**src/rtl/uart_arb_pkg.sv**
```systemverilog
// Shared types and constants for the UART transmit arbiter: FSM states,
// UART register offsets and the per-packet byte limit.
package uart_arb_pkg;

   typedef enum logic [2:0] {
      IDLE,
      COLLECT,
      POLL,
      CHECK,
      WRITE
   } state_t;

   localparam logic [31:0] TX_STATE  = 32'd8;
   localparam logic [31:0] TX_DATA   = 32'd12;
   localparam int          MAX_BYTES = 3;

endpackage

```
**src/rtl/rr_arbiter.sv**
```systemverilog
// One-hot round-robin pick: the first requester after 'last' (wrapping at
// N-1) whose request bit is set wins; all-zero when nothing is requested.
module rr_arbiter #(
   parameter int N  = 4,
   parameter int IW = (N > 1) ? $clog2(N) : 1
) (
   input  logic [N-1:0]  req,
   input  logic [IW-1:0] last,
   output logic [N-1:0]  pick
);

   // Walk the distances from farthest to nearest so the nearest hit overwrites.
   always_comb begin
      pick = '0;
      for (int k = N; k >= 1; k--) begin
         int idx;
         idx = int'(last) + k;
         if (idx >= N) idx = idx - N;
         if (req[idx]) pick = {{(N-1){1'b0}}, 1'b1} << idx;
      end
   end

endmodule

```
**src/rtl/uart_tx_arbiter.sv**
```systemverilog
// Collects up to three bytes from one of NUM_REQ requesters, polls the UART
// until the transmitter is done, then writes the packet. Build option
// UART_ARB_PRIO_EN gives requester 0 absolute priority over the others.
module uart_tx_arbiter
   import uart_arb_pkg::*;
#(
   parameter int          NUM_REQ   = 4,
   parameter logic [31:0] UART_BASE = 32'h0
) (
   input  logic                 clk,
   input  logic                 nReset,
   input  logic [NUM_REQ-1:0]   req_valid,
   input  logic [NUM_REQ*8-1:0] req_data,
   input  logic [NUM_REQ-1:0]   req_last,
   output logic [NUM_REQ-1:0]   req_ready,
   output logic [NUM_REQ-1:0]   grant,
   output logic                 busy,
   output logic                 ren,
   output logic                 wen,
   output logic [31:0]          addr,
   output logic [31:0]          wdata,
   output logic [3:0]           strobe,
   input  logic [31:0]          rdata,
   input  logic                 request_stall
);

   localparam int IW = (NUM_REQ > 1) ? $clog2(NUM_REQ) : 1;

   state_t              state;
   logic [1:0]          count;
   logic [7:0]          data0;
   logic [7:0]          data1;
   logic [7:0]          data2;
   logic [IW-1:0]       last_grant;

   logic [NUM_REQ-1:0]  rr_req;
   logic [NUM_REQ-1:0]  rr_pick;
   logic [NUM_REQ-1:0]  win;
   logic                own_valid;
   logic                own_last;
   logic [7:0]          own_data;
   logic [IW-1:0]       own_idx;
   logic                accept;
   logic                unused_rdata;

   assign unused_rdata = ^rdata[31:1];

`ifdef UART_ARB_PRIO_EN
   assign rr_req = req_valid & ~{{(NUM_REQ-1){1'b0}}, 1'b1};
   assign win    = req_valid[0] ? {{(NUM_REQ-1){1'b0}}, 1'b1} : rr_pick;
`else
   assign rr_req = req_valid;
   assign win    = rr_pick;
`endif

   rr_arbiter #(
      .N  (NUM_REQ),
      .IW (IW)
   ) u_rr (
      .req  (rr_req),
      .last (last_grant),
      .pick (rr_pick)
   );

   always_comb begin
      own_valid = |(req_valid & grant);
      own_last  = |(req_last & grant);
      own_data  = '0;
      own_idx   = '0;
      for (int i = 0; i < NUM_REQ; i++) begin
         if (grant[i]) begin
            own_data = req_data[8*i +: 8];
            own_idx  = IW'(i);
         end
      end
   end

   assign accept    = (state == COLLECT) && own_valid && (count != 2'(MAX_BYTES));
   assign req_ready = ((state == COLLECT) && (count != 2'(MAX_BYTES))) ? grant : '0;
   assign busy      = (state != IDLE);

   always_ff @(posedge clk or negedge nReset) begin
      if (!nReset) begin
         state      <= IDLE;
         count      <= '0;
         data0      <= '0;
         data1      <= '0;
         data2      <= '0;
         last_grant <= IW'(NUM_REQ - 1);
         grant      <= '0;
         ren        <= 1'b0;
         wen        <= 1'b0;
         addr       <= '0;
         wdata      <= '0;
         strobe     <= '0;
      end else begin
         case (state)
            IDLE: begin
               if (|req_valid) begin
                  grant <= win;
                  count <= '0;
                  data0 <= '0;
                  data1 <= '0;
                  data2 <= '0;
                  state <= COLLECT;
               end
            end
            COLLECT: begin
               if (accept) begin
                  case (count)
                     2'd0:    data0 <= own_data;
                     2'd1:    data1 <= own_data;
                     default: data2 <= own_data;
                  endcase
                  count <= count + 2'd1;
                  if (count == 2'(MAX_BYTES - 1) || own_last) begin
                     ren   <= 1'b1;
                     addr  <= UART_BASE + TX_STATE;
                     state <= POLL;
                  end
               end else if (count != 2'd0) begin
                  // Owner went quiet after at least one byte: ship what we have.
                  ren   <= 1'b1;
                  addr  <= UART_BASE + TX_STATE;
                  state <= POLL;
               end
            end
            POLL: begin
               if (!request_stall) begin
                  ren   <= 1'b0;
                  addr  <= '0;
                  state <= CHECK;
               end
            end
            CHECK: begin
               if (rdata[0]) begin
                  wen    <= 1'b1;
                  addr   <= UART_BASE + TX_DATA;
                  strobe <= 4'hF;
                  wdata  <= {6'b0, count, data2, data1, data0};
                  state  <= WRITE;
               end else begin
                  ren   <= 1'b1;
                  addr  <= UART_BASE + TX_STATE;
                  state <= POLL;
               end
            end
            WRITE: begin
               if (!request_stall) begin
                  wen        <= 1'b0;
                  addr       <= '0;
                  wdata      <= '0;
                  strobe     <= '0;
                  last_grant <= own_idx;
                  grant      <= '0;
                  state      <= IDLE;
               end
            end
            default: state <= IDLE;
         endcase
      end
   end

endmodule

```
**config.mk**
```make
export PLATFORM = sky130hd
export DESIGN_NAME = uart_tx_arbiter
export DESIGN_NICKNAME = d
export VERILOG_FILES = /design/src/rtl/uart_arb_pkg.sv /design/src/rtl/rr_arbiter.sv /design/src/rtl/uart_tx_arbiter.sv
export SDC_FILE = /design/constraint.sdc
export NUM_CORES = 1
export LEC_CHECK = 0
export CORE_AREA = 2 2 71 141
export DETAILED_ROUTE_END_ITERATION = 10
export DIE_AREA = 0 0 73 143
export PLACE_DENSITY = 0.74
export RECOVER_POWER = 25
export SLEW_MARGIN = 20
export SYNTH_ARGS = -nofsm -noshare
export SYNTH_HDL_FRONTEND = slang
export SYNTH_SLANG_ARGS = --single-unit
```
**constraint.sdc**
```tcl
create_clock -name clk -period 6.85 [get_ports clk]
set_input_delay 1.37 -clock clk [delete_from_list [all_inputs] [get_ports clk]]
set_output_delay 1.37 -clock clk [all_outputs]
set_load 0.02 [all_outputs]
```
* Word level (Yosys, flattened, before mapping)
Index checks and enable logic that the tools add are counted.
Word-level totals: register bits after elaboration 105, bits of input ports 75, output and inout bits 79, word-level logic and storage cells 153
Cells by class: add/sub/neg operators 9, $lt $le $gt $ge 8, equality and inequality tests 19, shift-type cells 4, multiplexer cells 70, bitwise logic cells 3, reductions and logical operators 28
Operators by type and width (number):
- two-way mux 32 bit | 9
- greater-or-equal comparator 32 x 4 -> 1 bit (second input constant) | 4
- less-than comparator 32 x 4 -> 1 bit (second input constant) | 4
- left shift 1 x 32 -> 4 bit (first input constant) | 4
- subtractor 32 x 4 -> 32 bit (second input constant) | 4
- one-hot mux 32 bit (3 select lines) | 1
- two-way mux 8 bit | 11
- one-hot mux 32 bit (2 select lines) | 1
- one-hot mux 8 bit (2 select lines) | 3
- two-way mux 4 bit | 8
- two-way mux 3 bit | 8
- inequality test 2 bit (second input constant) | 9
- one-hot mux 4 bit (2 select lines) | 2
- AND reduction 4 bit | 4
- two-way mux 1 bit | 15
- one-hot mux 3 bit (5 select lines) | 1
- OR reduction 4 bit | 3
- AND reduction 5 bit | 2
- AND reduction 3 bit | 3
- nonzero test 3 bit | 3
- AND 4 bit | 2
- binary-select mux 1 bit (select 2 bit) | 4
- two-way mux 2 bit | 4
- nonzero test 2 bit | 4
- other kinds (21) | 28

* Longest topological paths before layout
word-level depth 12, gate-level depth with buffers 9, depth with buffers taken out 7

* Cells and area by module
From an unflattened synthesis, not the netlist that was laid out.
Second synthesis, totals: cell total of the unflattened synthesis 375, area total of the unflattened synthesis 3831.2 µm²
Modules (own cells, without submodules):
- uart_tx_arbiter | instances 1, cells an instance 328, area an instance 3415.8 µm²
- rr_arbiter | instances 1, cells an instance 47, area an instance 415.4 µm²

* Least setup slack after synthesis
Ideal clock, no wire load.
path kind reg-to-output, start register grant[2], end output req_ready[2], data arrival time 1475 ps, setup slack 4005 ps, cell stages (with the launch flop) 4, path through dfrtp_1 > clkbuf_1 > inv_1 > nor3_1
Between the ends: longest elaborated chain between the ends 1
RTL lines:
- from (decl) | line uart_tx_arbiter.sv:16 | output logic [NUM_REQ-1:0] grant,
- from (signal assigned) | line uart_tx_arbiter.sv:100 | grant <= win;
- two-way mux 4 bit | line uart_tx_arbiter.sv:79 | assign req_ready = ((state == COLLECT) && (count != 2'(MAX_BYTES))) ? grant : '0;
- to (decl) | line uart_tx_arbiter.sv:15 | output logic [NUM_REQ-1:0] req_ready,
No other way between the ends.

==> parameters.txt <==
Parameter                              Value

Die
  Effective utilization at floorplan ... 39.2%
  Die area ... 10400 um^2
  Vertical die dimension ... 143 um
  Number of I/O pins ... between 150 and 200
  Placeable core area ... 9320 um^2
  X dimension of the die ... 73 um
  Standard-cell rows ... 50

Logic synthesis
  Async SR Flop Fraction ... 100%
  Post-synth EDFFs ... 0
  Flip-flop and latch count after synthesis ... 65
  Area of the mapped netlist ... 3650 um^2
  Commonest register cell after synthesis ... dfrtp_1
  Register area share after synthesis ... 44.6%
  Count of yosys warnings during synthesis ... 0
  Count of distinct cell types in the synthesized netlist ... 44
  Mean area per synthesized cell ... roughly 9.7 um^2
  Gate count of the mapped netlist ... around 380

Detailed routing
  Final routed wirelength across all metal layers ... 9240 um
  DRC errors left ... 0
  Drt pass-1 iters ... 4
  Vias post-DR ... between 2000 and 3000
  Initial DRC count ... 197
  Remaining antenna violation count after routing ... 0
  Wire length per cell ... ~17 um
  Via count normalized by instance count ... ~5.3

Worst setup path
  Worst path cell trace ... buf_2 -> clkbuf_1
  Worst path arrival time ... 3.88 ns
  Slowest CP cell ... clkbuf_1
  Crit start category ... input pin
  Critical path buffers and inverters ... 2
  Crit path largest cell delay ... 2.38 ns
  Gate family responsible for the most delay along the worst path ... buffers and inverters
  Critical Path End Type ... async pin
  Class of the most critical setup path ... input pin to async pin
  Critical path required time ... 6.51 ns
  Critical path peak fanout ... 65

Power
  P_int ... 1.23 mW
  Portion of total power attributed to the clock network ... 20.2%
  Switching Fraction ... 40.0%
  Overall power of the completed layout ... 2.05 mW
  Power density of the placed cells ... 438 nW/um^2
  Sequential group share of total power ... 32.3%
  Psw ... about 0.82 mW
  Comb power frac ... 47.5%
  Leak ... 2.07 nW
  Largest vdd supply drop ... 0.213 mV

GRT
  Total Routing Usage GR ... 18.2%
  Wire length of the first global-routing pass ... 14400 um
  Met1 usage in global routing ... 18.6%
  Pin count of the biggest net entering global routing ... 66
  Global Route met2 Usage ... about a third
  Number of global-route vias before repair ... 2941
  Most congested layer reported by global routing ... met2
  Antenna violations before repair ... 0
  Aggregate global routing overflow ... 0
  Met3 capacity usage during global routing ... approximately 3.2%

STA
  Total count of max-transition violations in the final report ... 66
  Final-report hold violation count ... 0
  Setup Skew ... 0.00362 ns
  Post-route fraction of the period consumed by the critical path ... 61.6%
  Minimum setup slack in the final design ... 2.63 ns
  Worst slew pin tran ... between 3 and 4 ns
  Max Clk Rate ... 0.237 GHz
  Final setup vio count ... 0
  Final critical delay including setup and external delays ... 4.22 ns
  Setup_tns ... 0 ns
  Unrepaired setup endpoints after global routing ... false
  Slew headroom ... -128%

Clocking
  Post-CTS Hold Fix Bufs ... 0
  Total clock buffers created by CTS ... 9
  Clock Tree Root ... clkbuf_16
  Maximum clock path buffer count ... 2
  TritonCTS clock tree ... built
  Latest clock arrival within the worst-skew pair ... between 0.3 and 0.4 ns
  Clk sink count ... 65
  Clock slew at the register clock pins of the worst setup and hold paths ... 0.05 ns
  # Post-CTS Setup Buffers ... 0
  H-tree levels ... 3
  Count of instances resized after the clock tree is built ... 0

Job
  Max-Cap Viols ... 1

Placed design
  Placed Instance Area ... 4410 um^2
  RD Place Congestion ... 0.877
  Number of port buffers ... 86
  Worst setup slack after placement ... 2.95 ns
  Post-detailed-placement half-perimeter wirelength ... 6980 um

Finish
  Cell area after layout ... approximately 4700 um^2
  Fraction of the core area covered by cells at the end of the flow ... around half
  Share of post-route cells with drive strength above 1 ... roughly 11%
  Layout overhead on the synthesized area ... 27.9%
  Antenna diode count ... 0
  Post-layout nets ... 538

Hold path
  Worst Hold Class ... flop to flop

Run status
  Run status ... finished, violations left
  Violated checks ... capacitance limit, slew limit
==> worst register-to-register path, delay by kind of cell (launching register included) <==
family / cells / cell delay (ns)
compound gates: 2 / 0.81
fa+ha+maj: 1 / 0.44
flops: 1 / 0.66
simple gates: 1 / 0.15
mux: 2 / 0.39
buf+inv: 1 / 0.19
==> cell usage in the layout (no fill, tap or decap), types with 2 or more instances in the layout <==
cell and count:
nand2_1 65, dfrtp_1 63, nand3_1 10, nand3b_1 3
mux2i_1 5, nor2_1 6, clkbuf_16 9, ha_1 12
dfstp_2 2, clkbuf_1 2, o31ai_1 3, a21o_1 3
a21oi_1 10, a22oi_1 2, inv_1 7, nand2b_1 2
nor2b_1 4, clkdlybuf4s50_1 85, a221o_1 7, a221oi_1 7
nor3_1 4, mux2_2 25, clkbuf_8 3, o21ai_0 50
mux2_4 2, and2_1 5, conb_1 36, buf_4 2
==> worst paths after layout <==
check                              start            to  slack (ns)  cells after the start
min in group asynchronous         nReset     wdata[21]        2.28                      2
min reg2reg                     data2[0]     wdata[16]        0.48                      2
min                             data2[0]     wdata[16]        0.48                      2
max                               nReset      data1[0]        2.63                      2
max reg2reg                last_grant[0]      grant[0]        4.11                      7
max in group clk                state[1]  req_ready[1]        3.19                      4
==> per-stage QoR <==
step | std cells | hold slack (ns)
2_1_floorplan | 412 | 0.444
3_3_place_gp | 544 | 0.457
3_5_place_dp | 544 | 0.474
4_1_cts | 557 | 0.484
5_1_grt | 557 | 0.511
6_report | 557 | 0.477
==> final cells by class <==
cell class / count / area [um^2]
clock buffer: 13 / 270
tap: 104 / 130
inverter: 7 / 26.3
multi-input combinational: 279 / 1740
fill: 862 / 4650
timing repair buffer: 89 / 875
sequential: 65 / 1630
==> kinds of logic after synthesis <==
family	share of synthesized area, %
buffers and inverters	11.3
muxes	10.5
and+or+nand+nor	13.2
AOI/OAI and AO/OA	16.2
other	0.103
adders and majority gates	4.11
DFF	44.6
==> power groups by stage <==
stage	Clock, mW	Sequential (mW)	Combinational (mW)
4_1_cts	0.418	0.661	0.977
6_report	0.413	0.660	0.972
3_3_place_gp	0	0.657	0.940
5_1_grt	0.436	0.684	1.06
2_1_floorplan	0	0.666	0.642
3_5_place_dp	0	0.666	0.973
==> flip-flops by register name, summed over array words and instances (netlist names) <==
name / count
state: 3
data1: 8
data2: 8
strobe: 1
grant: 4
last_grant: 2
addr: 2
count: 2
data0: 8
wdata: 26
ren: 1
==> metal layers <==
| metal | part of all wire (%) | vias up | routed length [um] |
|---|---|---|---|
| met3 | 4.1 | 16 | 381 |
| met4 | 3.3 | 0 | 305 |
| met1 | 36 | 1441 | 3300 |
| li1 | - | 1383 | - |
| met5 | 0 | - | 0 |
| met2 | 57 | 113 | 5250 |
==> cell usage after synthesis, drive strengths merged, types with 5 or more instances <==
| cell type | n | area (um^2) |
|---|---|---|
| and2 | 5 | 31.3 |
| a221oi | 7 | 61.3 |
| inv | 7 | 26.3 |
| mux2 | 27 | 312 |
| nand3 | 10 | 50.1 |
| ha | 12 | 150 |
| dfrtp | 63 | 1580 |
| mux2i | 5 | 50.1 |
| a221o | 7 | 70.1 |
| nand2 | 65 | 244 |
| o21ai | 51 | 259 |
| nor2 | 6 | 22.5 |
| a21oi | 10 | 50.1 |
| buf | 44 | 323 |
| clkbuf | 17 | 63.8 |
Power figures use the tool's default switching activity.
